`config.mk`:
```
export PLATFORM = sky130hd
export DESIGN_NAME = mix_columns_seq
export DESIGN_NICKNAME = d
export VERILOG_FILES = /design/src/rtl/mix_columns_seq.sv
export SDC_FILE = /design/constraint.sdc
export NUM_CORES = 1
export LEC_CHECK = 0
export BUFFER_PORTS_ARGS = -buffer_cell sky130_fd_sc_hd__clkbuf_2
export CORE_MARGIN = 3
export CORE_UTILIZATION = 55
export CTS_CLUSTER_DIAMETER = 30
export DETAILED_ROUTE_END_ITERATION = 6
export GPL_ROUTABILITY_DRIVEN = 0
export PLACE_DENSITY = 0.82
export SYNTH_ARGS = -nofsm -noshare
export SYNTH_HDL_FRONTEND = slang
export SYNTH_SLANG_ARGS = --single-unit
```
`constraint.sdc`:
```
create_clock -name clk -period 4.5 [get_ports clk]
set_input_delay 0.9 -clock clk [delete_from_list [all_inputs] [get_ports clk]]
set_output_delay 0.9 -clock clk [all_outputs]
set_load 0.01 [all_outputs]
```
`src/rtl/mix_columns_seq.sv`:
```
// mix_columns_seq: iterative AES MixColumns engine.
//
// Accepts a 128-bit state over an in_valid/in_ready handshake, transforms
// COLS_PER_CYCLE columns per BUSY cycle (N = 4/COLS_PER_CYCLE cycles), then
// holds the result on out_data until the out_valid/out_ready handshake.
//
// Byte layout: column c = bits [c*32+:32], row 0 byte in [c*32+24+:8],
// row 3 byte in [c*32+:8]. Identical to the inverse MixColumns stage.
//
// Ports:
//   clk        rising-edge clock
//   rst        synchronous active-high reset
//   inv        (only with MIXCOL_INV_EN) 1 = inverse coefficients, sampled
//              at the input handshake
//   in_valid   in_data is valid
//   in_ready   engine can accept (IDLE only, low while rst is high)
//   in_data    128-bit input state
//   out_valid  out_data holds a finished result
//   out_ready  consumer accepts result
//   out_data   registered 128-bit result
//   busy       high in BUSY or DONE
//
// Optional feature macro: MIXCOL_INV_EN (adds the inv port and inverse
// MixColumns support). Undefined by default: forward only.

module mix_columns_seq #(
  parameter int unsigned COLS_PER_CYCLE = 1  // legal: 1, 2, 4
) (
  input  logic         clk,
  input  logic         rst,
`ifdef MIXCOL_INV_EN
  input  logic         inv,
`endif
  input  logic         in_valid,
  output logic         in_ready,
  input  logic [127:0] in_data,
  output logic         out_valid,
  input  logic         out_ready,
  output logic [127:0] out_data,
  output logic         busy
);

  localparam int unsigned N       = 4 / COLS_PER_CYCLE;
  localparam logic [1:0]  LastCnt = 2'(N - 1);

  typedef enum logic [1:0] {StIdle, StBusy, StDone} state_e;

  state_e       state_q;
  logic [1:0]   col_cnt_q;
  logic [127:0] work_q;
  logic [127:0] out_data_q;
  logic         out_valid_q;
  logic         busy_q;
  logic         inv_mode;
  logic [127:0] res_d;

  function automatic logic [7:0] xtime(input logic [7:0] x);
    return {x[6:0], 1'b0} ^ (x[7] ? 8'h1b : 8'h00);
  endfunction

  // Transform one column (row 0 in bits [31:24]).
  function automatic logic [31:0] mix_col(input logic [31:0] col, input logic inv_sel);
    logic [7:0] a  [4];
    logic [7:0] m2 [4];
    logic [7:0] m3 [4];
    logic [7:0] m4 [4];
    logic [7:0] m8 [4];
    logic [7:0] m9 [4];
    logic [7:0] mb [4];
    logic [7:0] md [4];
    logic [7:0] me [4];
    logic [7:0] r  [4];
    for (int i = 0; i < 4; i++) begin
      a[i]  = col[(3-i)*8 +: 8];
      m2[i] = xtime(a[i]);
      m4[i] = xtime(m2[i]);
      m8[i] = xtime(m4[i]);
      m3[i] = m2[i] ^ a[i];
      m9[i] = m8[i] ^ a[i];
      mb[i] = m8[i] ^ m2[i] ^ a[i];
      md[i] = m8[i] ^ m4[i] ^ a[i];
      me[i] = m8[i] ^ m4[i] ^ m2[i];
    end
    if (inv_sel) begin
      r[0] = me[0] ^ mb[1] ^ md[2] ^ m9[3];
      r[1] = m9[0] ^ me[1] ^ mb[2] ^ md[3];
      r[2] = md[0] ^ m9[1] ^ me[2] ^ mb[3];
      r[3] = mb[0] ^ md[1] ^ m9[2] ^ me[3];
    end else begin
      r[0] = m2[0] ^ m3[1] ^ a[2]  ^ a[3];
      r[1] = a[0]  ^ m2[1] ^ m3[2] ^ a[3];
      r[2] = a[0]  ^ a[1]  ^ m2[2] ^ m3[3];
      r[3] = m3[0] ^ a[1]  ^ a[2]  ^ m2[3];
    end
    return {r[0], r[1], r[2], r[3]};
  endfunction

`ifdef MIXCOL_INV_EN
  logic inv_q;
  assign inv_mode = inv_q;
`else
  assign inv_mode = 1'b0;
`endif

  // Merge this cycle's freshly transformed columns into the result register.
  always_comb begin
    logic [1:0] idx;
    idx   = '0;
    res_d = out_data_q;
    for (int unsigned j = 0; j < COLS_PER_CYCLE; j++) begin
      idx = 2'(32'(col_cnt_q) * COLS_PER_CYCLE + j);
      res_d[idx*32 +: 32] = mix_col(work_q[idx*32 +: 32], inv_mode);
    end
  end

  always_ff @(posedge clk) begin
    if (rst) begin
      state_q     <= StIdle;
      col_cnt_q   <= '0;
      work_q      <= '0;
      out_data_q  <= '0;
      out_valid_q <= 1'b0;
      busy_q      <= 1'b0;
`ifdef MIXCOL_INV_EN
      inv_q       <= 1'b0;
`endif
    end else begin
      unique case (state_q)
        StIdle: begin
          if (in_valid && in_ready) begin
            work_q    <= in_data;
            col_cnt_q <= '0;
            busy_q    <= 1'b1;
            state_q   <= StBusy;
`ifdef MIXCOL_INV_EN
            inv_q     <= inv;
`endif
          end
        end
        StBusy: begin
          out_data_q <= res_d;
          if (col_cnt_q == LastCnt) begin
            out_valid_q <= 1'b1;
            state_q     <= StDone;
          end else begin
            col_cnt_q <= col_cnt_q + 2'd1;
          end
        end
        StDone: begin
          if (out_ready) begin
            out_valid_q <= 1'b0;
            busy_q      <= 1'b0;
            state_q     <= StIdle;
          end
        end
        default: state_q <= StIdle;
      endcase
    end
  end

  // Gated by rst so the engine never advertises readiness during reset.
  assign in_ready  = (state_q == StIdle) && !rst;
  assign out_valid = out_valid_q;
  assign out_data  = out_data_q;
  assign busy      = busy_q;

endmodule
```
=== Word level (Yosys, flattened, before mapping) ===
Index checks and enable logic that the tools add are counted.
Widths: inputs -> output; s select.

* Output and inout bits: 131
* Input port bits: 132
* Word-level logic and storage cells: 67
* Register bits after elaboration: 262

* Equality and inequality tests: 7
* Muxes and demuxes: 17
* $add $sub $neg: 2
* Shifts and indexed selects: 3
* Bitwise logic cells: 20
* Reductions and logical operators: 12

{| class="wikitable"
|+ Operators by type and width
! operator !! count
|-
| $bwmux 128 || 1
|-
| $shift 32x34->128 const A || 1
|-
| $shiftx 128x8->32 || 1
|-
| $shiftx 32x34->128 || 1
|-
| $xor 8x8->8 || 16
|-
| $neg 7->34 || 1
|-
| $xor 8x5->8 || 4
|-
| $mux 5 || 4
|-
| $reduce_and 3->1 || 4
|-
| $mux 2 || 5
|-
| $ne 2x2->1 const B || 4
|-
| $pmux 2 s3 || 1
|-
| $reduce_bool 2->1 || 3
|-
| $eq 2x2->1 const B || 2
|-
| $pmux 1 s2 || 2
|-
| $pmux 2 s2 || 1
|-
| $mux 1 || 3
|-
| $add 2x1->2 const B || 1
|-
| $eq 2x1->1 const B || 1
|-
| $logic_and 1x1->1 || 2
|-
| $logic_not 2->1 || 1
|-
| $reduce_and 2->1 || 1
|-
| $logic_not 1->1 || 1
|}

=== Depth between registers and ports, before layout ===
Gate-level depths: netlist of run 1.

* Word-level depth: 9
* Mapped depth: 10
* Depth with buffers taken out: 6

=== Least setup slack after synthesis of run 1 ===
OpenSTA, ideal clock, no wires.

* Kind: input to output
* From: input rst
* To: output in_ready
* Arrival: 1.798 ns
* Required time: 3.600 ns
* Buffers on the path: 3
* Setup slack: 1.802 ns
* Stages: 4
* Cell sequence: clkbuf_1 -> clkbuf_1 -> clkbuf_1 -> nor3_1

* Longest elaborated chain between the ends: 2

{| class="wikitable"
|+ Ends and longest elaborated chain
! element !! RTL line !! text
|-
| start, declared || 30 || <nowiki>input logic rst,</nowiki>
|-
| $logic_not 1->1 || 162 || <nowiki>assign in_ready = (state_q == StIdle) && !rst;</nowiki>
|-
| $logic_and 1x1->1 || 162 ||
|-
| end, declared || 35 || <nowiki>output logic in_ready,</nowiki>
|}

No other way between the ends.

=== Worst setup path in the final report of run 1 ===
* From: register col_cnt_q[0]
* To: register out_data_q[93], in the netlist out_data[93]

* Longest elaborated chain between the ends: 9
* Elaborated cells on any way between the ends: 29
* Those cells by class: 1 x add/sub; 3 x shift; 5 x mux; 20 x bitwise

{| class="wikitable"
|+ Ends and longest elaborated chain
! element !! RTL line !! text
|-
| start, declared || 49 || <nowiki>logic [1:0] col_cnt_q;</nowiki>
|-
| start signal, assigned || 146 || <nowiki>col_cnt_q <= col_cnt_q + 2'd1;</nowiki>
|-
| $shiftx 128x8->32 || 112 || <nowiki>res_d[idx*32 +: 32] = mix_col(work_q[idx*32 +: 32], inv_mode);</nowiki>
|-
| $mux 5 || 58 || <nowiki>return {x[6:0], 1'b0} ^ (x[7] ? 8'h1b : 8'h00);</nowiki>
|-
| $xor 8x5->8 || 58 ||
|-
| $xor 8x8->8 || 78 || <nowiki>m3[i] = m2[i] ^ a[i];</nowiki>
|-
| $xor 8x8->8, on equally long branches (3 in a row) || 93, 90 ||
|-
| $shiftx 32x34->128 || 112 ||
|-
| $bwmux 128 (*) || 112 ||
|-
| end signal, assigned || 141 || <nowiki>out_data_q <= res_d;</nowiki>
|-
| end, declared || 51 || <nowiki>logic [127:0] out_data_q;</nowiki>
|}

Every way passes the cells marked *; elsewhere a longest branch is shown, timed or not.
A chain may end at the register's enable or synchronous reset.

==> results.json, run 1 <==
{
  "vias_per_cell": 5.63,
  "crit_path_max_fanout": 29,
  "clk_pin_slew_ns": 0.05,
  "hold_violations": 0,
  "crit_required_ns": 4.97,
  "worstSetupPathType": "flip-flop to flip-flop",
  "core_area_sq_um": 19000,
  "synth_enable_flop_cells": 0,
  "arrival_ns": 3.75,
  "worst_slew_pin_slew_ns": 0.971,
  "setup_viol_count_final": 0,
  "vias": 9078,
  "max_freq_mhz": 305,
  "synth_nets": 1218,
  "rows": 50,
  "avgSynthCellArea_sq_um": 9.99,
  "slew_violations": 0,
  "wl_per_cell_um": 19.0,
  "final_cell_mix": "nand2_1, clkbuf_2, dfxtp_1, a21oi_1, a22o_1",
  "fin_util_pct": 72.6,
  "hold-worst-slack_ns": 0.446,
  "timing.final.crit_share_pct": 72.8,
  "grt_use_total_pct": 27.7,
  "ant_nets": 0,
  "post-cts-setup-buffer-count": 0,
  "ios": 263,
  "yosys.area.top_type": "dfxtp_1",
  "holdBufCountCts": 0,
  "synthTopCellsByArea": "dfxtp_1, nand2_1, xnor3_1, a21oi_1, mux4_2",
  "cp-start-kind": "flip-flop",
  "clk_latency_ns": 0.53,
  "syn_area_sq_um": 10800,
  "drive_above_1_share_pct": 29.6,
  "nets": 1456,
  "drc": 0,
  "max_slew_margin_pct": 35.2,
  "hold_class": "flip-flop to flip-flop",
  "h-tree-depth": 2,
  "powerDensity_nw_per_um2": 487,
  "synth_seq_cells": 262,
  "drt-total-wl_um": 30700,
  "drv_cap": 0,
  "synthFlopType": "dfxtp_1",
  "finalSetupTns_ns": 0,
  "grt_pass1_vias": 8960,
  "grt_max_degree": 130,
  "area_growth_pct": 27.5,
  "antenna_found_initial": 0,
  "ctsResizeCount": 0,
  "cts_buffer_depth": 3,
  "dp_hpwl_um": 20500,
  "rsz0062_at_grt": "false",
  "grt_pass1_wl_um": 47500,
  "setup.worst_path.end_class": "flip-flop",
  "yosysWarnings": 0,
  "ys_types": 37,
  "ys_async_sr_fraction_pct": 0,
  "final_cells": 1613,
  "dieArea_sq_um": 21300,
  "p_leak_nw": 5.82,
  "antenna_cells": 0,
  "yosysSeqAreaShare_pct": 48.6,
  "cts_root_buf": "clkbuf_16",
  "dpl.cell_count": 1533,
  "synth_cells": 1080,
  "min_period_ns": 3.27,
  "portBuffers": 262,
  "numCtsBuffers": 43,
  "status": "finished clean",
  "cts_sinks": 262,
  "drtIter0Drc": 645,
  "layout_commonest_cell": "nand2_1",
  "vdd_drop_max_mv": 0.320,
  "drtPass1Iterations": 5,
  "yosysTopAreaCellShare_pct": 48.6,
  "skew_ns": 0.0278,
  "die_w_um": 146,
  "grt_overflow": 0,
  "fp.dieH_um": 146,
  "power_mw": 6.70,
  "cts_tree": "built",
  "start_util_pct": 56.9
}
kinds of logic after synthesis:
kind of cell             count (synthesis)  share of synthesized area (%)
AND/OR/NAND/NOR                        353                           12.8
AO/OA/AOI/OAI                          268                           14.7
buffers and inverters                   83                           3.41
multiplexers                            32                           6.82
XOR/XNOR                                76                           12.9
adder cells (fa/ha/maj)                  6                          0.696
flip-flops                             262                           48.6
cell type report:
cell class	count	area [sq um]
Clock buffer	50	1140
Clock inverter	30	407
Fill cell	1317	5200
Inverter	3	11.3
Multi-Input combinational cell	735	5210
Sequential cell	262	5250
Tap cell	260	325
Timing Repair Buffer	273	1410
flip-flops by register name, summed over array words and instances (netlist names):
signal	cells
busy	1
col_cnt_q	2
out_data	128
out_valid	1
state_q	2
work_q	128
metal layers:
metal / wire [um] / part of all wire (%) / vias to the layer above / track usage [%]
met4: 1170 / 3.8 / 0 / 12.0
met5: 0 / 0 / - / 0
met1: 12400 / 40 / 4298 / 36.2
met2: 14700 / 48 / 478 / 45.5
li1: - / - / 4226 / -
met3: 2500 / 8.1 / 76 / 5.15
report_power, final:
part,internal (mW),total (mW),switching [mW]
clock network,2.22,3.44,1.22
logic,0.350,0.797,0.447
registers,2.40,2.46,0.0582
synthesized netlist by cell type, types with 2 or more instances:
cell type	instances
a21oi_1	138
a22o_1	64
buf_1	6
buf_2	5
buf_4	5
buf_6	2
clkbuf_1	61
dfxtp_1	262
ha_1	6
inv_1	3
mux4_1	4
mux4_2	28
nand2_1	328
nand2b_1	2
nand4_1	2
nor2_1	9
nor2b_1	2
nor3_1	2
nor3b_1	2
o21ai_0	31
o21ai_1	33
xnor2_1	13
xnor2_2	9
xnor2_4	3
xnor3_1	38
xor2_1	7
xor3_1	5
worst max-delay path: stages, from the launching register on:
cell	delay (ns)
dfxtp_2	0.86
buf_4	0.41
mux4_1	0.73
xnor3_1	0.48
xor2_1	0.49
a22o_1	0.24
final timing paths:
check                                    to  slack, ns  cells past startpoint                 startpoint
setup / recovery  out_data[93]$_SDFFE_PP0P_       1.23                      5  col_cnt_q[0]$_SDFFE_PP0P_
hold / removal    out_data[86]$_SDFFE_PP0P_       0.45                      2  out_data[86]$_SDFFE_PP0P_
setup reg to reg  out_data[93]$_SDFFE_PP0P_       1.23                      5  col_cnt_q[0]$_SDFFE_PP0P_
hold reg to reg   out_data[86]$_SDFFE_PP0P_       0.45                      2  out_data[86]$_SDFFE_PP0P_
per-stage QoR:
stage                     setup WS, ns  instance area, sq um
after global placement            1.29                 12200
after floorplan                   1.80                 10800
after global routing              1.05                 13800
final                             1.23                 13800
after CTS                         1.21                 13800
after detailed placement          1.23                 12200
Note: power is estimated with default switching activity, not from simulation.
==> run 2, diff against run 1 <==
--- a/config.mk
+++ b/config.mk
@@ -7,11 +7,11 @@
 export LEC_CHECK = 0
 export BUFFER_PORTS_ARGS = -buffer_cell sky130_fd_sc_hd__clkbuf_2
 export CORE_MARGIN = 3
-export CORE_UTILIZATION = 55
+export CORE_UTILIZATION = 48
 export CTS_CLUSTER_DIAMETER = 30
 export DETAILED_ROUTE_END_ITERATION = 6
 export GPL_ROUTABILITY_DRIVEN = 0
-export PLACE_DENSITY = 0.82
+export PLACE_DENSITY = 0.76
 export SYNTH_ARGS = -nofsm -noshare
 export SYNTH_HDL_FRONTEND = slang
 export SYNTH_SLANG_ARGS = --single-unit
==> constraint.sdc (replaced) <==
create_clock -name clk -period 2.7 [get_ports clk]
set_input_delay 0.54 -clock clk [delete_from_list [all_inputs] [get_ports clk]]
set_output_delay 0.54 -clock clk [all_outputs]
set_load 0.01 [all_outputs]
==> results.json, run 2 (synthesis gave the netlist of run 1 again) <==
{
  "crit_path_max_fanout": 13,
  "hold_violations": 0,
  "max_slew_margin_pct": 58.8,
  "grt_pass1_vias": 8801,
  "numCtsBuffers": 43,
  "hold_class": "input pin to flip-flop",
  "worstSetupPathType": "flip-flop to flip-flop",
  "fillers": 1730,
  "core_area_sq_um": 22000,
  "hold-worst-slack_ns": 0.238,
  "met1_usage_pct": 32.6,
  "drc": 0,
  "dpl_worst_slack_ns": 0.119,
  "max_freq_mhz": 407,
  "register_area_sq_um": 5250,
  "slowest_delay_ns": 0.74,
  "grt_max_degree": 131,
  "worst_slew_pin_slew_ns": 0.614,
  "cts_buffer_depth": 3,
  "startpoint": "col_cnt_q[0]$_SDFFE_PP0P_",
  "setup.worst_path.end_class": "flip-flop",
  "crit_chain": "mux4_1 > xnor3_1 > xnor2_1 > a22o_1",
  "clk_latency_ns": 0.52,
  "grt_pass1_wl_um": 46900,
  "fin_util_pct": 63.5,
  "met3_usage_pct": 4.41,
  "hold_path_startpoint": "in_data[33]",
  "drt-total-wl_um": 30600,
  "fp.dieH_um": 156,
  "grt_use_total_pct": 24.5,
  "slew_violations": 0,
  "cts_sinks": 262,
  "power_mw": 11.0,
  "rows": 54,
  "final_cell_mix": "nand2_1, clkbuf_2, dfxtp_1, a21oi_1, a22o_1",
  "portBuffers": 262,
  "vdd_drop_max_mv": 0.408,
  "drv_cap": 0,
  "ios": 263,
  "ant_nets": 0,
  "vias_per_cell": 5.41,
  "antenna_found_initial": 0,
  "worst_slack_ns": 0.245,
  "finalSetupTns_ns": 0,
  "die_w_um": 156,
  "cts_root_buf": "clkbuf_16",
  "start_util_pct": 49.1,
  "dp_hpwl_um": 21400,
  "grt_overflow": 0,
  "final_area_sq_um": 13900,
  "timing.final.crit_share_pct": 90.9,
  "h-tree-depth": 2,
  "drive_above_1_share_pct": 30.5,
  "grtUsageMet2_pct": 39.9,
  "dieArea_sq_um": 24300,
  "dpl.cell_count": 1572,
  "powerDensity_nw_per_um2": 789,
  "cp_slowest_cell": "mux4_1",
  "skew_ns": 0.0184,
  "min_period_ns": 2.46,
  "wl_per_cell_um": 18.5,
  "grt-busiest-layer": "met2",
  "setup_viol_count_final": 0,
  "clk_pin_slew_ns": 0.05,
  "placed_area_sq_um": 12400,
  "vias": 8923,
  "cts_tree": "built",
  "area_growth_pct": 29.2,
  "p_leak_nw": 5.89,
  "drtPass1Iterations": 5,
  "arrival_ns": 2.92,
  "r2r_start": "col_cnt_q[0]$_SDFFE_PP0P_",
  "drtIter0Drc": 663,
  "multi_input_area_sq_um": 5220,
  "antenna_cells": 0,
  "status": "finished clean",
  "final_cells": 1649,
  "crit_required_ns": 3.16,
  "layout_commonest_cell": "nand2_1",
  "cp-start-kind": "flip-flop",
  "nets": 1475,
  "rsz0062_at_grt": "false"
}
run 2: final timing paths:
check | endpoint | slack [ns] | cells past startpoint
setup reg to reg | out_data[21]$_SDFFE_PP0P_ | 0.24 | 4
hold / removal | work_q[33]$_SDFFE_PP0P_ | 0.24 | 3
setup / recovery | out_data[21]$_SDFFE_PP0P_ | 0.24 | 4
hold reg to reg | out_data[101]$_SDFFE_PP0P_ | 0.45 | 2
run 2: power breakdown:
part / switching [mW] / total, mW / internal (mW)
Clock: 1.91 / 5.54 / 3.62
Sequential: 0.0844 / 4.08 / 4.00
Combinational: 0.751 / 1.37 / 0.622
Total: 2.75 / 11.0 / 8.24
run 2: final cells by class:
| cell class | instances | share of cell area (%) |
|---|---|---|
| multi-input cells | 735 | 37.5 |
| clock buffers | 53 | 8.49 |
| repair buffers | 292 | 11.6 |
| inverters | 3 | 0.0808 |
| well taps | 280 | 2.51 |
| clock inverters | 24 | 2.19 |
| flip-flops and latches | 262 | 37.7 |
run 2: repair_timing:
action | 4_1_cts | 5_1_grt
endpoints found under the setup margin | 0 | 17
hold buffers | 0 | 0
resized for setup | 0 | 2
buffers inserted | 0 | 0
run 2: critical path: cells and delay by family (launching register included):
family / cells / cell delay, ns
XOR/XNOR: 2 / 0.94
AO/OA/AOI/OAI: 1 / 0.24
multiplexers: 1 / 0.74
flip-flops: 1 / 0.49
run 2: layer usage:
metal | vias up | part of all wire (%)
li1 | 4238 | -
met1 | 4250 | 42
met2 | 370 | 47
met3 | 65 | 7.3
met4 | 0 | 3.2
met5 | - | 0
